===== config.mk =====
export PLATFORM = sky130hd
export DESIGN_NAME = toaplan2_cen_wait
export DESIGN_NICKNAME = d
export VERILOG_FILES = /design/src/rtl/toaplan2_cen_wait_pkg.sv /design/src/rtl/toaplan2_cen_wait_delay.sv /design/src/rtl/toaplan2_cen_wait.sv
export SDC_FILE = /design/constraint.sdc
export NUM_CORES = 1
export LEC_CHECK = 0
export BUFFER_PORTS_ARGS = -buffer_cell sky130_fd_sc_hd__buf_2
export CAP_MARGIN = 25
export CORE_AREA = 3 3 40 42
export DETAILED_ROUTE_END_ITERATION = 7
export DIE_AREA = 0 0 43 45
export HOLD_SLACK_MARGIN = 0.06
export PLACE_DENSITY = 0.72
export REMOVE_ABC_BUFFERS = 1
export SETUP_SLACK_MARGIN = 0.5
export SLEW_MARGIN = 25
export SYNTH_ARGS = -nofsm -noshare
export SYNTH_HDL_FRONTEND = slang
export SYNTH_SLANG_ARGS = --single-unit
export TNS_END_PERCENT = 1

===== constraint.sdc =====
create_clock -name CLK96 -period 2.5 [get_ports CLK96]
set_clock_uncertainty 0.15 [all_clocks]
set_input_delay 0.25 -clock CLK96 [delete_from_list [all_inputs] [get_ports CLK96]]
set_output_delay 0.25 -clock CLK96 [all_outputs]
set_load 0.01 [all_outputs]

===== src/rtl/toaplan2_cen_wait_pkg.sv =====
// Shared constants for the Toaplan2 clock-enable wait/compensation logic.
package toaplan2_cen_wait_pkg;

    localparam int DEBT_W_DEF  = 4;
    localparam int MIN_GAP_DEF = 4;
    localparam int B_DLY_DEF   = 2;

    typedef logic [1:0] state_t;

    localparam state_t ST_RUN     = 2'd0;
    localparam state_t ST_HOLD    = 2'd1;
    localparam state_t ST_CATCHUP = 2'd2;

endpackage


===== src/rtl/toaplan2_cen_wait_delay.sv =====
// Fixed-length shift line that trails each CEN_OUT pulse with its B companion.
module toaplan2_cen_delay #(
    parameter int B_DLY = 2
) (
    input  logic clk,
    input  logic reset,
    input  logic pulse_in,
    output logic pulse_out
);

    logic [B_DLY-1:0] shift_q;
    logic [B_DLY-1:0] shift_d;

    always_comb begin
        shift_d = (shift_q << 1) | B_DLY'(pulse_in);
    end

    always_ff @(posedge clk) begin
        if (reset) begin
            shift_q <= '0;
        end else begin
            shift_q <= shift_d;
        end
    end

    assign pulse_out = shift_q[B_DLY-1];

endmodule


===== src/rtl/toaplan2_cen_wait.sv =====
// Gates a clock-enable pulse train during bus waits and re-issues swallowed
// pulses afterwards, spaced by at least MIN_GAP cycles.
module toaplan2_cen_wait
    import toaplan2_cen_wait_pkg::*;
#(
    parameter int DEBT_W  = DEBT_W_DEF,
    parameter int MIN_GAP = MIN_GAP_DEF,
    parameter int B_DLY   = B_DLY_DEF
) (
    input  logic              CLK96,
    input  logic              RESET96,
    input  logic              CEN_IN,
    input  logic              WAIT,
    output logic              CEN_OUT,
    output logic              CEN_OUT_B,
    output logic              STALLED,
    output logic [DEBT_W-1:0] DEBT,
    output logic              OVERFLOW
);

    localparam int                GAP_W    = $clog2(MIN_GAP + 1);
    localparam logic [GAP_W-1:0]  GAP_SAT  = GAP_W'(MIN_GAP);
    localparam logic [DEBT_W-1:0] DEBT_MAX = '1;

    state_t            state_q, state_d;
    logic [DEBT_W-1:0] debt_q, debt_d;
    logic [GAP_W-1:0]  gap_q, gap_d;
    logic              cen_out_q, cen_out_d;
    logic              overflow_q, overflow_d;
    logic              recovery_ok;

    always_comb begin
        state_d     = state_q;
        debt_d      = debt_q;
        cen_out_d   = 1'b0;
        overflow_d  = overflow_q;
        recovery_ok = (debt_q != '0) && (gap_q >= GAP_SAT);

        if (WAIT) begin
            state_d = ST_HOLD;
            if (CEN_IN) begin
                if (debt_q == DEBT_MAX) begin
                    overflow_d = 1'b1;
                end else begin
                    debt_d = debt_q + DEBT_W'(1);
                end
            end
        end else begin
            // A live CEN_IN always wins; recovery only fills otherwise empty slots.
            if (CEN_IN) begin
                cen_out_d = 1'b1;
            end else if (recovery_ok) begin
                cen_out_d = 1'b1;
                debt_d    = debt_q - DEBT_W'(1);
            end
            state_d = (debt_d != '0) ? ST_CATCHUP : ST_RUN;
        end

        // Loaded with 1 on the issuing cycle so consecutive pulses land exactly MIN_GAP apart.
        if (cen_out_d) begin
            gap_d = GAP_W'(1);
        end else if (gap_q >= GAP_SAT) begin
            gap_d = GAP_SAT;
        end else begin
            gap_d = gap_q + GAP_W'(1);
        end
    end

    always_ff @(posedge CLK96) begin
        if (RESET96) begin
            state_q    <= ST_RUN;
            debt_q     <= '0;
            gap_q      <= GAP_SAT;
            cen_out_q  <= 1'b0;
            overflow_q <= 1'b0;
        end else begin
            state_q    <= state_d;
            debt_q     <= debt_d;
            gap_q      <= gap_d;
            cen_out_q  <= cen_out_d;
            overflow_q <= overflow_d;
        end
    end

    toaplan2_cen_delay #(
        .B_DLY(B_DLY)
    ) u_cen_delay (
        .clk      (CLK96),
        .reset    (RESET96),
        .pulse_in (cen_out_q),
        .pulse_out(CEN_OUT_B)
    );

    assign CEN_OUT  = cen_out_q;
    assign STALLED  = (state_q == ST_HOLD);
    assign DEBT     = debt_q;
    assign OVERFLOW = overflow_q;

endmodule

-- Word-level counts from Yosys, hierarchy flattened
Cells that the tools add are included.
- register bits after elaboration: 13
- output and inout port bits: 8
- input bits: 4
- logic and storage cells: 37
- bitwise logic cells: 1
- $lt $le $gt $ge: 1
- add/subtract/negate cells: 3
- reductions and logical operators: 7
- equality and inequality tests: 4
- muxes and demuxes: 13
- operator list (operator ; count):
    $mux W4 ; 6
    $reduce_bool A4 Y1 ; 2
    $mux W3 ; 2
    $add A4 B1 Y4 const B ; 1
    $eq A4 B4 Y1 const B ; 1
    $mux W1 ; 4
    $ne A2 B2 Y1 const B ; 2
    $sub A4 B1 Y4 const B ; 1
    $add A3 B1 Y3 const B ; 1
    $ge A3 B3 Y1 const B ; 1
    $reduce_and A3 Y1 ; 1
    $reduce_or A3 Y1 ; 1
    $eq A2 B1 Y1 const B ; 1
    $mux W2 ; 1
    $or A2 B1 Y2 ; 1
    $reduce_and A2 Y1 ; 1
    $reduce_or A2 Y1 ; 1
    $logic_and A1 B1 Y1 ; 1

-- Logic depth before layout (Yosys ltp)
- depth in word-level cells: 8
- gate-level depth with buffers: 6
- depth with buffers taken out: 6

-- Modules after synthesis
Synthesis repeated with hierarchy kept, for this count alone.
- cell total of the unflattened synthesis: 76
- area total of the unflattened synthesis: 670.6 µm²
- modules (own cells, without submodules) (module ; instances ; cells an instance ; area an instance (µm²) ; sequential area each (µm²)):
    toaplan2_cen_wait ; 1 ; 72 ; 618.1 ; 220.2
    toaplan2_cen_delay ; 1 ; 4 ; 52.6 ; 40.0

-- Worst setup path after synthesis
Ideal clock, no wire load.
- kind: register to register
- start: reg debt_q[0], in the netlist DEBT[0]
- end: reg gap_q[0]
- data arrival time: 1462 ps
- library setup time: 120 ps
- stages on the path, launching flop included: 7
- path slack: 768 ps
- cell sequence: dfxtp_1 > inv_1 > ha_1 > or3b_4 > a21oi_2 > nor3_1 > or2_1
- cells in the longest elaborated chain, start to end: 6
- RTL lines (element ; RTL line ; text):
    start: declaration ; toaplan2_cen_wait.sv:26 ; logic [DEBT_W-1:0] debt_q, debt_d;
    start signal: assignment ; toaplan2_cen_wait.sv:78 ; debt_q <= debt_d;
    $reduce_bool A4 Y1 ; toaplan2_cen_wait.sv:37 ; recovery_ok = (debt_q != '0) && (gap_q >= GAP_SAT);
    $logic_and A1 B1 Y1 ; toaplan2_cen_wait.sv:37 ;
    $mux W1 ; toaplan2_cen_wait.sv:52 ; end else if (recovery_ok) begin
    $mux W1 ; toaplan2_cen_wait.sv:50 ; if (CEN_IN) begin
    $mux W1 ; toaplan2_cen_wait.sv:39 ; if (WAIT) begin
    $mux W3 ; toaplan2_cen_wait.sv:60 ; if (cen_out_d) begin
    end signal: assignment ; toaplan2_cen_wait.sv:79 ; gap_q <= gap_d;
    end: declaration ; toaplan2_cen_wait.sv:27 ; logic [GAP_W-1:0] gap_q, gap_d;
No other way between the ends.
A chain may end at the register's enable or synchronous reset.

-- Worst setup path after layout
Same ends and word-level chain as after synthesis.

==> impl_results.md <==
- Status: completed
- Critical path class: reg -> reg
- Drt total wl: between 1000 and 1500 um
- PostCTS Resize Cnt: 0
- Antenna violations before repair: 0
- Top Metal Used: met4
- All-Layer GR Usage: 0.163
- DRT met1 WL: a little under 600 um
- Sequential fraction of the synthesis area: 0.396
- Initial DRC Count: 15
- Die Ht: between 40 and 50 um
- Final Setup Violations: 0
- Die ar.: around 1900 um2
- Pin count of the biggest net entering global routing: 14
- Met3 WL: between 70 and 80 um
- Root Buffer: clkbuf_4
- CP Capture Type: flip-flop
- Yosys warns: 0
- Clock Pin Slew Worst Setup and Hold Paths: 0.08 ns
- Fin nets: 94
- Vias in the first global route: 500
- Worst-Skew Late Latency: 0.27 ns
- Fmax achieved: approximately 550 MHz
- Distinct cells, synth: 34
- GR Overflow Total: 0
- Fin. Hold Viols: 0
- Slew Viols, Final: 0
- Crit path required time: ~2.5 ns
- Worst hold-check path type: in -> reg
- Worst Hold Depth: 2
- Syn-to-layout area delta: 12.2%
- Rows: 13
- Worst slew margin: 0.784
- CP Cell Sequence: inv_1 -> ha_1 -> or3b_4 -> a21oi_2 -> nor3_1 -> or2_1
- Cells after synthesis: 73
- Worst EP arrival: approximately 1.9 ns
- WL met2: approximately 630 um
- Post-DR wirelength/cell: roughly 13 um
- Fraction of layout cells with a size suffix above 1: 0.200
- Crit path max fanout: 6
- CP startpoint kind: flip-flop
- DRT antenna net count: 0
- Number of fill cells: 130
- Area of the core: approximately 1300 um2
- Slowest cell on crit path: or3b_4
- Vias/cell: 5.61
- Top cells by area, synth: dfxtp_1, ha_1, nor2b_1
- P_leak: approximately 0.31 nW
- Max-cap viol count: 0
- Initial Util: 0.511
- Area leader, netlist: dfxtp_1
- Largest stage delay, worst path: about 0.43 ns
- Syn_area_per_cell: between 8 and 9 um2
- Number of synthesized register bits: 13
- Reg2reg path depth: 6
- CTS Hold Bufs: 0
- Post-route minimum period: approximately 1.8 ns
- Die X: 43 um
- Port bufs: 11
- Setup tns final: 0 ns
- Placed Area: ~700 um2
- Top cell type's share of synthesized area: 0.396
- Worst VDD drop: ~350 uV
- Clk sinks: 13
- Final worst path period share: 0.734
- Register area: 260 um2
- Min Hold Slack: 0.143 ns
- RSZ-0062 raised after global routing: no
- Multi-input gate area in the final layout: 362 um2
- H-tree levels: 1
- Post-CTS Setup Bufs: 0
- Clock buffer depth: 2
- Ant diodes: 0
- First-pass GRT wire length: roughly 2200 um
- P per Cell Area: about 640 nW/um2
- Design Area, Final: 737 um2
- DRC viols: 0
- Pin slew with the least headroom to its limit: between 0.3 and 0.4 ns
- HPWL after detailed placement: 869 um
- First-pass DRT Iterations: 4
- TritonCTS clock tree: yes
- Vias: between 500 and 600
- Cell area after synthesis: between 600 and 700 um2
- I/O pins: 12
- Total CTS buffers: 3
- Final Wtd Congestion: just over 0.8
## worst max-delay path, delay by kind of cell (launching register included)
kind                       cells  cell delay, ns
buffers and inverters          1            0.12
AOI/OAI and AO/OA              1            0.15
DFF                            1            0.36
adders and majority gates      1            0.20
and+or+nand+nor                3            0.74
## registers in the layout (all words and copies together) (netlist names)
name and cells:
u_cen_delay.shift_q 2, DEBT 4, OVERFLOW 1, gap_q 3
CEN_OUT 1, state_q 2
## per-layer routing
layer / vias to the layer above / track usage
li1: 280 / -
met1: 263 / 0.186
met2: 16 / 0.257
met3: 2 / 0.0359
met4: 0 / 0.145
met5: - / 0
## placed cells by master (no fill, tap or decap), types with 2 or more instances in the layout
cell and instances:
nand2_1 4, nand3_1 2, inv_1 4, a21oi_1 4, nor2_1 4, buf_2 11, nor3_1 5, clkbuf_4 3
dfxtp_1 13, and4b_1 2, nor2b_1 5, ha_1 4, a31oi_1 3
## cell usage after synthesis
| cell type | count |
|---|---|
| a21o_1 | 1 |
| nor4b_1 | 1 |
| or3b_4 | 1 |
| and2b_1 | 1 |
| a211oi_1 | 1 |
| and2_1 | 1 |
| a21boi_0 | 1 |
| buf_2 | 1 |
| o2bb2ai_1 | 1 |
| nand2_1 | 4 |
| dfxtp_1 | 13 |
| nor2_1 | 4 |
| nand3_1 | 2 |
| nor3b_1 | 1 |
| or2_1 | 1 |
| and4b_1 | 2 |
| nand4_1 | 1 |
| nor4_1 | 1 |
| nor2b_1 | 5 |
| xnor2_1 | 1 |
| buf_6 | 1 |
| a22oi_2 | 1 |
| a31oi_1 | 3 |
| nand3b_1 | 1 |
| or3_1 | 1 |
| inv_1 | 4 |
| a21oi_1 | 4 |
| and3_1 | 1 |
| ha_1 | 4 |
| o21a_1 | 1 |
| a21oi_2 | 1 |
| nor3_1 | 5 |
| a21boi_1 | 1 |
| clkbuf_1 | 1 |
## final cells by class
type	count	share of cell area
inverter	4	0.0204
multi-input combinational	53	0.491
tap	15	0.0255
sequential	13	0.353
timing repair buffer	11	0.0747
clock buffer	4	0.0357
## per-stage QoR
step,worst slack (ns),utilization,cells,power (mW)
after floorplan,0.772,-,70,0.314
after global placement,0.754,0.553,96,0.343
after detailed placement,0.683,0.553,96,0.345
after CTS,0.684,0.574,100,0.476
after global routing,0.573,0.574,100,0.504
final,0.666,0.574,100,0.472
## power by group
group          internal [mW]  total (mW)  switching, mW
Combinational         0.0482       0.102         0.0534
Clock                 0.0617       0.130         0.0686
Sequential             0.223       0.240         0.0171
Total                  0.333       0.472          0.139
## path summary, 6_finish.rpt
kind / startpoint / end / slack, ns
max: DEBT[0]$_SDFFE_PP0P_ / gap_q[0]$_SDFF_PP0_ / 0.67
max reg2reg: DEBT[0]$_SDFFE_PP0P_ / gap_q[0]$_SDFF_PP0_ / 0.67
min reg2reg: u_cen_delay.shift_q[0]$_SDFF_PP0_ / u_cen_delay.shift_q[1]$_SDFF_PP0_ / 0.29
min: WAIT / state_q[1]$_SDFF_PP0_ / 0.14
## cells by family after synthesis
logic type / synth area share
flops: 0.396
buf+inv: 0.0533
compound gates: 0.162
fa+ha+maj: 0.0762
xor+xnor: 0.0133
simple gates: 0.299
Note: power is estimated with default switching activity, not from simulation.
